[src/rtl/wir_pkg.sv]
// Shared definitions for the WIR loader: default length, FSM states and
// the named instruction cell positions.
package wir_pkg;

    localparam int WIR_LEN_DEF = 12;

    typedef enum logic [2:0] {
        IDLE    = 3'd0,
        CAPTURE = 3'd1,
        SHIFT   = 3'd2,
        UPDATE  = 3'd3,
        DONE    = 3'd4
    } state_e;

    // Cell positions within the 12-bit instruction (bit 0 is nearest wir_si)
    localparam int WPC        = 0;
    localparam int WSC_SEL    = 1;
    localparam int WDR_SEL0   = 2;
    localparam int WDR_SEL1   = 3;
    localparam int WDR_SEL2   = 4;
    localparam int WDR_SEL3   = 5;
    localparam int WDR_SEL4   = 6;
    localparam int WDR_SEL5   = 7;
    localparam int WDR_SEL6   = 8;
    localparam int WDR_SEL7   = 9;
    localparam int WBY        = 10;
    localparam int WPP_BYPASS = 11;

endpackage

[src/rtl/wir_shift_ctr.sv]
// Shift-cycle counter: counts 0..LEN-1 while enabled, flags the last cycle
// and returns to zero as the shift phase ends.
module wir_shift_ctr #(
    parameter int LEN = 12
) (
    input  logic clk_i,
    input  logic rst_i,
    input  logic en_i,
    output logic tc_o
);

    localparam int CW = $clog2(LEN);

    logic [CW-1:0] cnt_q, cnt_d;

    assign tc_o = (cnt_q == CW'(LEN - 1));

    always_comb begin
        cnt_d = cnt_q;
        if (en_i) cnt_d = tc_o ? '0 : cnt_q + CW'(1);
    end

    always_ff @(posedge clk_i) begin
        if (rst_i) cnt_q <= '0;
        else       cnt_q <= cnt_d;
    end

endmodule

[src/rtl/wir_loader.sv]
// Loads one instruction into a 1500-style WIR (capture, shift, update) and
// returns the value shifted out of wir_so as the response.
module wir_loader
    import wir_pkg::*;
#(
    parameter int WIR_LEN = WIR_LEN_DEF
) (
    input  logic               WRCK,
    input  logic               WRST,
    input  logic               cmd_valid,
    output logic               cmd_ready,
    input  logic [WIR_LEN-1:0] cmd_data,
    output logic               rsp_valid,
    input  logic               rsp_ready,
    output logic [WIR_LEN-1:0] rsp_data,
    output logic               wir_capture,
    output logic               wir_shift,
    output logic               wir_update,
    output logic               select_wir,
    output logic               wir_si,
    input  logic               wir_so,
    output logic               busy
);

    state_e             state_q;
    logic [WIR_LEN-1:0] cmd_q;
    logic [WIR_LEN-1:0] rsp_q;
    logic               cmd_ready_q, rsp_valid_q, busy_q;
    logic               cap_q, shf_q, upd_q, sel_q, si_q;
    logic               last_shift;

    wir_shift_ctr #(.LEN(WIR_LEN)) u_ctr (
        .clk_i (WRCK),
        .rst_i (WRST),
        .en_i  (state_q == SHIFT),
        .tc_o  (last_shift)
    );

    // Every output is registered so each control is glitch-free on the WIR.
    always_ff @(posedge WRCK) begin
        if (WRST) begin
            state_q     <= IDLE;
            cmd_q       <= '0;
            rsp_q       <= '0;
            cmd_ready_q <= 1'b1;
            rsp_valid_q <= 1'b0;
            busy_q      <= 1'b0;
            cap_q       <= 1'b0;
            shf_q       <= 1'b0;
            upd_q       <= 1'b0;
            sel_q       <= 1'b0;
            si_q        <= 1'b0;
        end else begin
            case (state_q)
                IDLE: begin
                    if (cmd_valid) begin
                        cmd_q       <= cmd_data;
                        cmd_ready_q <= 1'b0;
                        busy_q      <= 1'b1;
                        cap_q       <= 1'b1;
                        sel_q       <= 1'b1;
                        state_q     <= CAPTURE;
                    end
                end
                CAPTURE: begin
                    cap_q   <= 1'b0;
                    shf_q   <= 1'b1;
                    si_q    <= cmd_q[WIR_LEN-1];
                    cmd_q   <= cmd_q << 1;
                    state_q <= SHIFT;
                end
                SHIFT: begin
                    // MSB of the response is the first bit out of wir_so
                    rsp_q <= {rsp_q[WIR_LEN-2:0], wir_so};
                    if (last_shift) begin
                        shf_q   <= 1'b0;
                        upd_q   <= 1'b1;
                        si_q    <= 1'b0;
                        state_q <= UPDATE;
                    end else begin
                        si_q  <= cmd_q[WIR_LEN-1];
                        cmd_q <= cmd_q << 1;
                    end
                end
                UPDATE: begin
                    upd_q       <= 1'b0;
                    sel_q       <= 1'b0;
                    rsp_valid_q <= 1'b1;
                    state_q     <= DONE;
                end
                DONE: begin
                    if (rsp_ready) begin
                        rsp_valid_q <= 1'b0;
                        busy_q      <= 1'b0;
                        cmd_ready_q <= 1'b1;
                        state_q     <= IDLE;
                    end
                end
                default: begin
                    state_q     <= IDLE;
                    cmd_ready_q <= 1'b1;
                    rsp_valid_q <= 1'b0;
                    busy_q      <= 1'b0;
                    cap_q       <= 1'b0;
                    shf_q       <= 1'b0;
                    upd_q       <= 1'b0;
                    sel_q       <= 1'b0;
                    si_q        <= 1'b0;
                end
            endcase
        end
    end

    assign cmd_ready   = cmd_ready_q;
    assign rsp_valid   = rsp_valid_q;
    assign rsp_data    = rsp_q;
    assign wir_capture = cap_q;
    assign wir_shift   = shf_q;
    assign wir_update  = upd_q;
    assign select_wir  = sel_q;
    assign wir_si      = si_q;
    assign busy        = busy_q;

endmodule

[config.mk]
export PLATFORM = sky130hd
export DESIGN_NAME = wir_loader
export DESIGN_NICKNAME = d
export VERILOG_FILES = /design/src/rtl/wir_pkg.sv /design/src/rtl/wir_shift_ctr.sv /design/src/rtl/wir_loader.sv
export SDC_FILE = /design/constraint.sdc
export NUM_CORES = 1
export LEC_CHECK = 0
export ABC_AREA = 0
export CORE_ASPECT_RATIO = 1.25
export CORE_UTILIZATION = 30
export DETAILED_ROUTE_END_ITERATION = 10
export GPL_TIMING_DRIVEN = 1
export SYNTH_ARGS = -nofsm -noshare
export SYNTH_HDL_FRONTEND = slang
export SYNTH_SLANG_ARGS = --single-unit
[constraint.sdc]
create_clock -name WRCK -period 3 [get_ports WRCK]
set_clock_uncertainty 0.15 [all_clocks]
set_input_delay 0.3 -clock WRCK [delete_from_list [all_inputs] [get_ports WRCK]]
set_output_delay 0.3 -clock WRCK [all_outputs]
set_load 0.01 [all_outputs]
## After elaboration in Yosys (flattened, before gate mapping)

Index checks and enable logic that the tools add are counted.

- Register bits: 39
- Output and inout bits: 20
- Logic and storage cells: 67

- $add $sub $neg: 1
- Equality and inequality tests: 9
- Mux-type cells: 23
- Bitwise gates (word level): 6
- Reduce and logical (&&, ||, !) cells: 16

Operators with widths:

| operator | count |
|---|---|
| 12-bit one-hot mux with 3 select lines | 1 |
| 12-bit 2-to-1 mux | 2 |
| 3-bit OR reduction | 6 |
| 1-bit one-hot mux with 3 select lines | 5 |
| 3-bit one-hot mux with 5 select lines | 1 |
| 2-bit AND reduction | 5 |
| 3-bit 2-to-1 mux | 3 |
| 3-bit AND reduction | 3 |
| 2-bit != test, second input constant | 4 |
| 1-bit 2-to-1 mux | 7 |
| 3-bit by 2-bit equality test with 1-bit output, second input constant | 2 |
| 1-bit inverter | 6 |
| 1-bit one-hot mux with 2 select lines | 3 |
| 4-bit by 1-bit adder with 4-bit output, second input constant | 1 |
| 4-bit equality test, second input constant | 1 |
| 4-bit 2-to-1 mux | 1 |
| 3-bit by 1-bit equality test with 1-bit output, second input constant | 1 |
| 3-bit equality test, second input constant | 1 |
| 3-bit logical NOT | 1 |
| 3-bit nonzero test | 1 |

## Longest topological paths before layout

Gate-level depths: netlist of run 1.

- Word-level depth: 4
- Gate-level depth with buffers: 6
- Depth with buffers taken out: 5

## Hierarchy

From an unflattened synthesis of run 1, not the netlist that was laid out.

- Cells, all modules: 193
- Area, all modules: 1696.6 um^2

By module, submodules not included:

| module | instances | cells an instance | area an instance (um^2) |
|---|---|---|---|
| wir_loader | 1 | 171 | 1498.9 |
| wir_shift_ctr | 1 | 22 | 197.7 |

## Worst setup path after synthesis of run 1

Ideal clock, no wire load.

- Path type: register to register
- Start point: register state_q[0]
- End point: register cmd_q[1]
- Setup time: 0.140 ns
- Data arrival time: 1.387 ns
- Slack: 1.323 ns
- Cell stages (with the launch flop): 7
- Path buffers: 2
- Clock period less this slack: 1.677 ns
- Path through: dfxtp_1 > or3b_1 > buf_2 > o221a_4 > buf_6 > nor2_1 > a211oi_2

- Cells in the longest elaborated chain, start to end: 3
- Elaborated cells on any way between the ends: 8

RTL lines:

| what | line | text |
|---|---|---|
| from (decl) | wir_loader.sv:25 | `state_e state_q;` |
| from (signal assigned) | wir_loader.sv:42 | `state_q <= IDLE;` |
| from (signal assigned) | wir_loader.sv:62 | `state_q <= CAPTURE;` |
| from (signal assigned) | wir_loader.sv:70 | `state_q <= SHIFT;` |
| 3-bit by 2-bit equality test with 1-bit output (tied with other cells) | wir_loader.sv:54 | `case (state_q)` |
| 2-bit != test (no source line) or 3-bit nonzero test (tied branches) | - |  |
| 3-bit AND reduction (no source line) | - |  |
| to (signal assigned) | wir_loader.sv:57 | `cmd_q <= cmd_data;` |
| to (signal assigned) | wir_loader.sv:69 | `cmd_q <= cmd_q << 1;` |
| to (signal assigned) | wir_loader.sv:82 | `cmd_q <= cmd_q << 1;` |
| to (decl) | wir_loader.sv:26 | `logic [WIR_LEN-1:0] cmd_q;` |

Several ways; a longest one is shown, not always the timed one.
A chain may end at the register's enable or synchronous reset.

## Worst setup path after layout of run 1

- Start point: register state_q[1]
- End point: register cmd_q[0]

The elaborated chain is that of the path after synthesis.

==> results.txt, run 1 <==
Dividing the detail-routed wire length by the instance count gives 11.7 um. The sum of internal, switching and leakage power is 1.19 mW. The synthesized design contains 0 enable-type register cells.

The count of non-filler cells in the finished layout came out at 281. The worst setup path is launched from a register. Cells fill around two fifths of the core in the end. In the final timing run, aggregate negative setup slack is 0 ns. After detailed routing, the number of remaining DRC violations is 0. In this run the deepest clock path goes through 2 buffers. The number of cell instances on the worst register-to-register path is 4. The clock-pin slew on the worst setup and hold paths is approximately 0.07 ns. The final-report max-slew violation count is 0.

The total number of vias is 1328. The proportion of synthesized chip area in sequential cells is roughly 46%. The wire length of the first global-routing pass came out at between 5000 and 6000 um. The final weighted congestion in routability-driven placement came out at ~0.75. The number of antenna violations at the first check in global routing is 0. The netlist uses 36 different library cells. Compared with the post-synthesis result, the final layout area differs by 28.5%. The total clock sinks is 39. The count of inserted antenna diode cells is 0.

Across the VDD grid, the largest voltage drop is around 0.16 mV. The final hold violation count came out at 0. The arrival time at the worst endpoint is 2.21 ns. Setup repair after global routing left no endpoint under its margin. The minimum setup slack in the final design is 0.863 ns.

The proportion of register bits with asynchronous set or reset after synthesis came out at 0%. The post-detailed-placement half-perimeter wirelength came out at 2310 um. The met3 demand-to-capacity share in global routing is 4.00%. The total detailed-routing wirelength is 3300 um. Pin placement for this block handled 37 I/O pins. In this run the mean area of a mapped cell was between 9 and 10 um^2. The shortest clock period the worst path allows after layout is between 2 and 2.5 ns. The maximum number of pins on one net before global-route repair came out at 40.

The relative slew slack is between 50% and 60%. TritonCTS created 5 clock buffers. The post-layout net count is about 230. The overall die width is 69.0 um. The via count of the first global-routing pass is ~1200. The number of max-cap violations is 0. The total instance count after detailed placement is 273.

The clock latency on the worst-skew pair is ~0.29 ns. Among all cell types in the netlist, the one instantiated most often is dfxtp_1. The clock root buffer master is clkbuf_8. Once detail routing completed, the nets flagged for antenna violations numbered 0. The peak clock frequency supported by timing came out at 0.468 GHz. The worst path uses between 70% and 80% of the clock period. The worst setup timing slack at the placement stage is 0.879 ns. The total placed instance area came out at 2060 um^2. Ranked by instance count, the synthesized netlist is headed by dfxtp_1 (39), nand2_1 (30), a21oi_1 (24), nor2_1 (19), mux2i_1 (14). After synthesis the cells add up to 1680 um^2. Data on the critical path is required at its endpoint by 3.07 ns.

The power density relative to cell area is roughly 550 nW/um^2. The count of buffers from port buffering is 36. In the global route stage, met2 resource usage came out at between 10% and 20%. STA classifies the critical path endpoint as a register. The met1 track demand over resource came out at 13.0%. Setup violations remaining at the end of the flow were counted as 0.

The critical setup path kind is reg2reg. The height of the chip is between 80 and 90 um. The top-area cell type share of the netlist area came out at 46.4%. Once the clock tree was built, the resizer swapped 0 gates to a different size. At the pin with the least slew margin, the transition time is 0.707 ns. Global routing finished with a remaining overflow of 0. The net count of the mapped netlist is 202.

The placeable core region came out at 5410 um^2. Final hold analysis gives a worst-case slack of 0.307 ns. In the final layout, the share of cells above drive strength 1 is 11.1%.

Once the clock tree was built, the setup fixing pass inserted 0 buffers. The number of detailed-route iterations in the first pass came out at 4. The analysis attributes to cell leakage a power of 0.762 nW. The cell count of the worst hold path is 2. The count of routing violations after the opening detailed-route iteration came out at 57. Hold repair after CTS inserted 0 buffers. The total global-route track usage is about an eighth.

The cell area after layout came out at 2160 um^2. The via density per instance is 4.73. The register bit total from synthesis is 39.

In the post-synthesis netlist, the biggest area contributors are dfxtp_1 (46%), mux2i_1 (8.3%), a211oi_2 (8.2%), a21oi_1 (7.1%), nand2_1 (6.7%). The path class of the tightest hold or removal check is reg2reg. The cell taking the most area after synthesis is dfxtp_1. In this run the worst path has a maximum fanout of 24. The effective utilization at floorplan is a little over 30%. The run finished with clean final reports. The full die area is 5920 um^2.

The maximum level of the CTS H-tree is 2. The warning count from the yosys run came out at 0. The most used flip-flop cell after synthesis is dfxtp_1. TritonCTS built the clock tree. The instance count of the mapped netlist is 184. After floorplanning, the core was divided into 30 placement rows.

met2 is the most crowded layer.
==> final timing paths <==
check	start	end	slack, ns
max	state_q[1]$_SDFFE_PP0P_	cmd_q[0]$_SDFFE_PP0P_	0.86
min	rsp_valid$_SDFFE_PP0P_	rsp_valid$_SDFFE_PP0P_	0.31
max reg2reg	state_q[1]$_SDFFE_PP0P_	cmd_q[0]$_SDFFE_PP0P_	0.86
min reg2reg	rsp_valid$_SDFFE_PP0P_	rsp_valid$_SDFFE_PP0P_	0.31
==> cell usage in the layout, fill, tap and decap left out, types with 3 or more instances in the layout <==
cell	netlist	layout
clkdlybuf4s50_1	0	36
o21ai_0	4	4
dfxtp_1	39	39
nand2_1	30	30
inv_1	3	3
mux2i_1	14	14
a211oi_2	11	11
clkbuf_8	0	7
nor2_1	19	19
a21oi_1	24	24
==> layer usage <==
layer	wire length [um]	vias up
met5	0	-
met4	79	0
met3	170	6
met2	1580	25
met1	1470	602
li1	-	695
==> flip-flops by register name, summed over array words and instances, names as in the netlist <==
| register | count |
|---|---|
| cmd_q | 12 |
| rsp_data | 12 |
| u_ctr.cnt_q | 4 |
| state_q | 3 |
| busy | 1 |
| cmd_ready | 1 |
| rsp_valid | 1 |
| select_wir | 1 |
| wir_capture | 1 |
| wir_shift | 1 |
| wir_si | 1 |
| wir_update | 1 |
==> cell type report <==
| type | count | area, um^2 |
|---|---|---|
| clock buffers | 8 | 100 |
| fillers | 556 | 3240 |
| inverters | 3 | 11.3 |
| multi-input cells | 129 | 817 |
| flip-flops and latches | 39 | 781 |
| well taps | 64 | 80.1 |
| repair buffers | 38 | 375 |
==> where the power goes <==
group          internal (mW)  switching [mW]
sequential             0.556          0.0271
clock                  0.210           0.175
combinational          0.110           0.113
total                  0.876           0.314
==> critical path, stage by stage, from the launching register on <==
cell	delay [ns]
dfxtp_1	0.51
or3b_1	0.63
o221a_4	0.49
nand2b_1	0.18
a21oi_1	0.11
==> kinds of logic (layout without fill, tap and decap cells) <==
family	count (synthesis)	count (layout)	synth area share, %
xor gates and xnor gates	2	2	1.04
adders and majority gates	1	1	0.743
muxes	14	14	8.32
AOI/OAI and AO/OA	45	45	20.2
DFF	39	39	46.4
buffers and inverters	16	49	5.13
and+or+nand+nor	67	67	18.2
Power figures use the tool's default switching activity.
==> run 2, diff against run 1 <==
==> constraint.sdc (replaced) <==
create_clock -name WRCK -period 2.18 [get_ports WRCK]
set_clock_uncertainty 0.15 [all_clocks]
set_input_delay 0.218 -clock WRCK [delete_from_list [all_inputs] [get_ports WRCK]]
set_output_delay 0.218 -clock WRCK [all_outputs]
set_load 0.01 [all_outputs]
==> results.txt, run 2 (same netlist as run 1, synthesis figures left out) <==
The deepest clock path buffer count came out at 2 (unchanged). The power density relative to cell area came out at 747 nW/um^2 (+36%). The peak fanout along the critical path came out at 24 (unchanged). The static leakage is 0.787 nW (+3.3%).

The number of buffers and inverters on the critical path is 0 (unchanged). The number of rows in the core area came out at 30 (unchanged). The total clock sinks is 39 (unchanged).

The signal on the critical path passes through or3b_1 -> o221a_4 -> nand2b_1 -> a21oi_1. The run finished with clean final reports. The number of max-cap violations came out at 0 (unchanged). The fraction of layout instances using a drive strength above 1 came out at 13.1% (+2.0 points). The final weighted congestion in routability-driven placement is 0.770 (+2.3%). The number of failing setup endpoints in the final timing report came to 0 (unchanged). The number of antenna violations at the first check in global routing is 0 (unchanged). The count of hold-fix buffers inserted at cts is 0 (unchanged). The height of the chip is 85.8 um (unchanged).

The startpoint type of the worst setup path is a register. The number of top-level design ports came to 37 (unchanged). The via density per instance came out at 4.63 (-2.1%). The critical path in this run is classified as reg2reg. The via count of the first global-routing pass is 1224 (-0.89%). The final antenna-violating net count came out at 0 (unchanged). The final hold violation count was 0 (unchanged). The wire length of the first global-routing pass is 5480 um (+0.50%). The shortest clock period the worst path allows after layout came out at 1.69 ns (-0.442 ns). The clock root buffer master is clkbuf_8. The clock-pin slew on the worst setup and hold paths came out at 0.07 ns (about the same).

The cell count of the worst hold path came out at 2 (unchanged). The growth of design area from synthesis to finish came out at 30.8%. The required time at the worst-slack endpoint came out at 2.25 ns (-0.82 ns). The total placed instance area is 2100 um^2 (+1.8%).

The peak supply drop came out at 0.246 mV (+54%). The post-layout net count came out at 239 (+2.1%). The maximum number of pins on one net before global-route repair is 40 (unchanged).

The routed length per instance came out at 11.5 um (-2.4%). Leaving out fill and tap cells, the most frequent cell in the layout is dfxtp_1. The post-CTS setup buffer count is 0 (unchanged). The worst hold path begins at rsp_data[11]$_SDFFE_PP0P_.

The post-detailed-placement half-perimeter wirelength came to 2270 um (-1.8%). The count of routing violations after the opening detailed-route iteration was 60 (+5.3%). The pin slew with the least headroom to its limit is 0.466 ns (-0.241 ns). The overall die width is 69.0 um (unchanged).

The final-report max-slew violation count is 0 (unchanged). Setup repair after global routing left no endpoint under its margin. STA classifies the critical path endpoint as a register. The post-layout utilization of the core is 40.7% (+0.69 points). The placeable core region was 5410 um^2 (unchanged). The smallest hold slack was 0.305 ns (-0.00246 ns). The full die area is 5920 um^2 (unchanged). The clock latency on the worst-skew pair is 0.28 ns (about the same).

The path class of the tightest hold or removal check is reg2reg. The startpoint identified for the worst register-to-register timing path is state_q[2]$_SDFFE_PP0P_. The worst register-to-register path ends at cmd_q[0]$_SDFFE_PP0P_. The peak clock frequency supported by timing came out at 0.590 GHz (+26%). The fill cell instance count of the final layout came out at 568 (+2.2%).

TritonCTS built the clock tree. The endpoint of the worst hold-timing path is rsp_data[11]$_SDFFE_PP0P_. The relative slew slack is 68.9% (+16 points). The area used by sequential logic in the layout is 781 um^2 (unchanged). The DRC violation count after routing is 0 (unchanged). The share of the clock period used by the worst path after layout came out at 77.8% (+6.5 points). The number of detailed-route iterations in the first pass came to 4 (unchanged). The area taken by multi-input logic gates came out at 817 um^2 (unchanged). In the layout the commonest cells are dfxtp_1 (39), clkdlybuf4s50_1 (36), nand2_1 (30).

The internal reg-to-reg setup slack is 0.49 ns (-0.38 ns). The quantity of gates resized following cts came out at 0 (unchanged). The cell area after layout came out at 2200 um^2 (+1.7%). The count of inserted antenna diode cells is 0 (unchanged). The number of cell instances on the worst register-to-register path came out at 4 (unchanged). Grouping stages by cell kind, the critical path spends the most delay in simple AND/OR/NAND/NOR gates. The total detailed-routing wirelength came to 3280 um (-0.67%).

The maximum level of the CTS H-tree was 2 (unchanged). The global-route congestion overflow total is 0 (unchanged). The slowest stage of the critical path is the o221a_4 cell. The total global-route track usage came out at 11.5% (-0.19 points). The count of buffers from port buffering came out at 36 (unchanged). The maximum single-stage delay on the critical path is 0.41 ns (-0.22 ns). The total number of vias is 1323 (-0.38%). The total negative slack for setup checks is 0 ns (unchanged). The effective utilization at floorplan is 31.2% (unchanged). The number of buffers created by CTS is 5 (unchanged). The arrival time at the worst endpoint is 1.76 ns (-0.45 ns).
run 2: cell types whose count changed in the layout (fill, tap and decap cells not counted), sizes merged:
cell / before / now
buf: 2 / 7
run 2: per-layer routing:
metal,GRT usage [%],up-vias,share of wire (%)
met3,4.58,5,4.8
met4,4.45,0,1.4
met2,18.3,22,48
met5,0,-,0
li1,-,703,-
met1,13.8,593,45
run 2: tightest hold or removal path, stage by stage, from the launching register on:
cell and delay (ns):
dfxtp_1 0.31, nand2_1 0.05, a21oi_1 0.05
run 2: worst max-delay path by stage:
stage	startpoint	cells past startpoint	to
global route	state_q[0]$_SDFFE_PP0P_	5	cmd_q[4]$_SDFFE_PP0P_
finish	state_q[2]$_SDFFE_PP0P_	4	cmd_q[0]$_SDFFE_PP0P_
global placement	state_q[0]$_SDFFE_PP0P_	5	cmd_q[6]$_SDFFE_PP0P_
detailed placement	state_q[2]$_SDFFE_PP0P_	4	cmd_q[0]$_SDFFE_PP0P_
floorplan	state_q[0]$_SDFFE_PP0P_	6	cmd_q[1]$_SDFFE_PP0P_
CTS	state_q[2]$_SDFFE_PP0P_	4	cmd_q[0]$_SDFFE_PP0P_
run 2: cell type report:
type	instances	share of cell area, %
Tap cell	64	3.64
Timing Repair Buffer	43	18.8
Multi-Input combinational cell	129	37.1
Sequential cell	39	35.5
Inverter	3	0.511
Clock buffer	8	4.55
run 2: through the flow:
stage	power (mW)	worst slack, ns	cells
after floorplan	1.05	0.503	184
after global placement	1.14	0.500	278
after detailed placement	1.14	0.486	278
after CTS	1.67	0.464	286
after global routing	1.74	0.344	286
final	1.65	0.485	286
run 2: power by group:
group          internal [mW]  switching [mW]  total, mW  leakage, nW
sequential             0.766          0.0278      0.794        0.319
clock                  0.289           0.236      0.524       0.0515
combinational          0.162           0.166      0.328        0.416
total                   1.22           0.429       1.65        0.787
==> run 3, diff against run 2 <==
==> constraint.sdc (replaced) <==
create_clock -name WRCK -period 1.45 [get_ports WRCK]
set_clock_uncertainty 0.15 [all_clocks]
set_input_delay 0.145 -clock WRCK [delete_from_list [all_inputs] [get_ports WRCK]]
set_output_delay 0.145 -clock WRCK [all_outputs]
set_load 0.01 [all_outputs]
==> results.txt, run 3 (same netlist as run 1, synthesis figures left out) <==
The share of total power in sequential cells is 46.1% (-2.1 points). The routed length per instance is 13.6 um (+19%). TritonCTS built the clock tree. The peak clock frequency supported by timing is 0.623 GHz (+5.6%).

The wire length of the first global-routing pass was 6400 um (+17%). The total number of vias is 1531 (+16%). The total global-route track usage was 13.4% (+1.9 points). The deepest clock path buffer count came out at 2 (unchanged). The number of failing setup endpoints in the final timing report came to 15 (+15). The clock latency on the worst-skew pair is 0.29 ns (about the same). The internal reg-to-reg setup slack is -0.15 ns (-0.64 ns). The post-detailed-placement half-perimeter wirelength came out at 2510 um (+11%). The root buffer cell chosen for the clock tree is clkbuf_8. The static leakage came out at 1.01 nW (+29%). The final reports fail on setup timing. The total negative slack for setup checks came out at -1.85 ns (-1.85 ns).

The DRC violation count after routing is 0 (unchanged). The number of max-cap violations is 0 (unchanged). The maximum level of the CTS H-tree came to 2 (unchanged). The clock-pin slew on the worst setup and hold paths was 0.08 ns (about the same). The relative slew slack is 76.5% (+7.6 points). The maximum number of pins on one net before global-route repair is 40 (unchanged). The final-report max-slew violation count is 0 (unchanged). The peak supply drop came to 0.373 mV (+52%).

The clock network fraction of design power came out at 26.8% (-5.1 points). The final weighted congestion in routability-driven placement is 0.785 (+2.0%). The share of the clock period used by the worst path after layout is 111% (+33 points). The via count of the first global-routing pass is 1410 (+15%). The placeable core region came out at 5410 um^2 (unchanged). The share of total power in combinational logic came to 27.1% (+7.2 points). The number of rows in the core area came out at 30 (unchanged). The total instance count after detailed placement came out at 293 (+5.4%). The number of buffers created by CTS is 5 (unchanged). The post-layout net count came out at 261 (+9.2%). The effective utilization at floorplan is 31.2% (unchanged). The cell area after layout is 2560 um^2 (+16%). The power density relative to cell area came out at 1030 nW/um^2 (+38%).

The number of detailed-route iterations in the first pass came out at 4 (unchanged). The overall die width is 69.0 um (unchanged). The net switching power figure was 771 uW (+80%). The final antenna-violating net count was 0 (unchanged).

The total placed instance area came to 2270 um^2 (+8.1%). Setup repair after global routing could not meet its margin everywhere. The min-delay analysis places its worst path in the category in2reg.

The final hold violation count came to 0 (unchanged). The required time at the worst-slack endpoint is 1.51 ns (-0.74 ns). The via density per instance came out at 4.97 (+7.5%). The pin slew with the least headroom to its limit is 0.352 ns (-0.114 ns). The fraction of power spent switching nets is 29.2% (+3.2 points). The flow ran to the end, but the final reports show violations. The number of top-level design ports came out at 37 (unchanged). The full die area is 5920 um^2 (unchanged). The peak fanout along the critical path is 6 (-75%). The global-route congestion overflow total came out at 0 (unchanged). The count of buffers from port buffering is 36 (unchanged).

The total clock sinks came out at 39 (unchanged). The type of element capturing the critical path is a register. The total detailed-routing wirelength is 4180 um (+28%). The count of routing violations after the opening detailed-route iteration was 57 (-5.0%). The critical setup path kind is reg2reg. The count of inserted antenna diode cells came to 0 (unchanged).

The commonest non-fill, non-tap cell in the layout is dfxtp_1. The smallest hold slack was 0.260 ns (-0.0448 ns). The minimum setup slack in the final design is -0.155 ns (-0.640 ns). The height of the chip came out at 85.8 um (unchanged). The top cell types in the final layout, fill and taps aside, are dfxtp_1 (35), nand2_1 (30), a21oi_1 (22). The worst setup path is launched from a register.

The sum of internal, switching and leakage power is 2.64 mW (+60%). The fraction of layout instances using a drive strength above 1 came out at 31.6% (+18 points). The total internal power came to 1.87 mW (+53%). Relative to the synthesized area, the layout overhead comes to 51.8%.

The number of antenna violations at the first check in global routing is 0 (unchanged). The count of non-filler cells in the finished layout came out at 308 (+7.7%). The arrival time at the worst endpoint is 1.66 ns (-0.10 ns). The shortest clock period the worst path allows after layout is 1.60 ns (-0.0902 ns).
## run 3: path summary, 6_finish.rpt
kind                      startpoint                       end  cells past startpoint
max reg2reg  state_q[1]$_SDFFE_PP0P_     cmd_q[4]$_SDFFE_PP0P_                      3
min reg2reg   rsp_valid$_SDFFE_PP0P_    rsp_valid$_SDFFE_PP0P_                      2
min                           wir_so  rsp_data[0]$_SDFFE_PP0P_                      3
max          state_q[1]$_SDFFE_PP0P_     cmd_q[4]$_SDFFE_PP0P_                      3
## run 3: power by group through the flow
| stage | logic (mW) | registers [mW] | clock network [mW] |
|---|---|---|---|
| 2_1_floorplan | 0.382 | 1.23 | 0 |
| 3_3_place_gp | 0.572 | 1.23 | 0 |
| 3_5_place_dp | 0.576 | 1.23 | 0 |
| 4_1_cts | 0.623 | 1.20 | 0.728 |
| 5_1_grt | 0.766 | 1.23 | 0.772 |
| 6_report | 0.715 | 1.22 | 0.708 |
## run 3: critical path: stages, from the launching register on
cell	delay, ns
dfxtp_4	0.38
or3b_4	0.43
o221a_4	0.36
a211oi_2	0.20
## run 3: final cells by class
cell class	instances	area (um^2)
clock buffer	5	68.8
timing repair buffer	62	584
clock inverter	3	15.0
multi-input combinational	132	1010
tap	64	80.1
inverter	3	11.3
sequential	39	791
fill	547	2850
## run 3: timing repair
item | in CTS | in global routing
setup buffers | 1 | 1
gates resized for setup | 30 | 23
gates cloned | 3 | 2
pin swaps | 3 | 8
hold buffers | 0 | 0
endpoints found under the setup margin | 34 | 36
hold endpoints to repair | 0 | 0
## run 3: layer usage
metal / share of wire (%) / track usage [%]
met1: 47 / 16.6
met2: 48 / 23.4
met3: 2.7 / 2.12
met4: 1.6 / 5.01
met5: 0 / 0
## run 3: through the flow
stage	utilization (%)	worst slack [ns]
floorplan	-	-0.185
global placement	42.0	-0.202
detailed placement	42.0	-0.248
CTS	44.9	-0.136
global route	47.3	-0.209
finish	47.3	-0.155
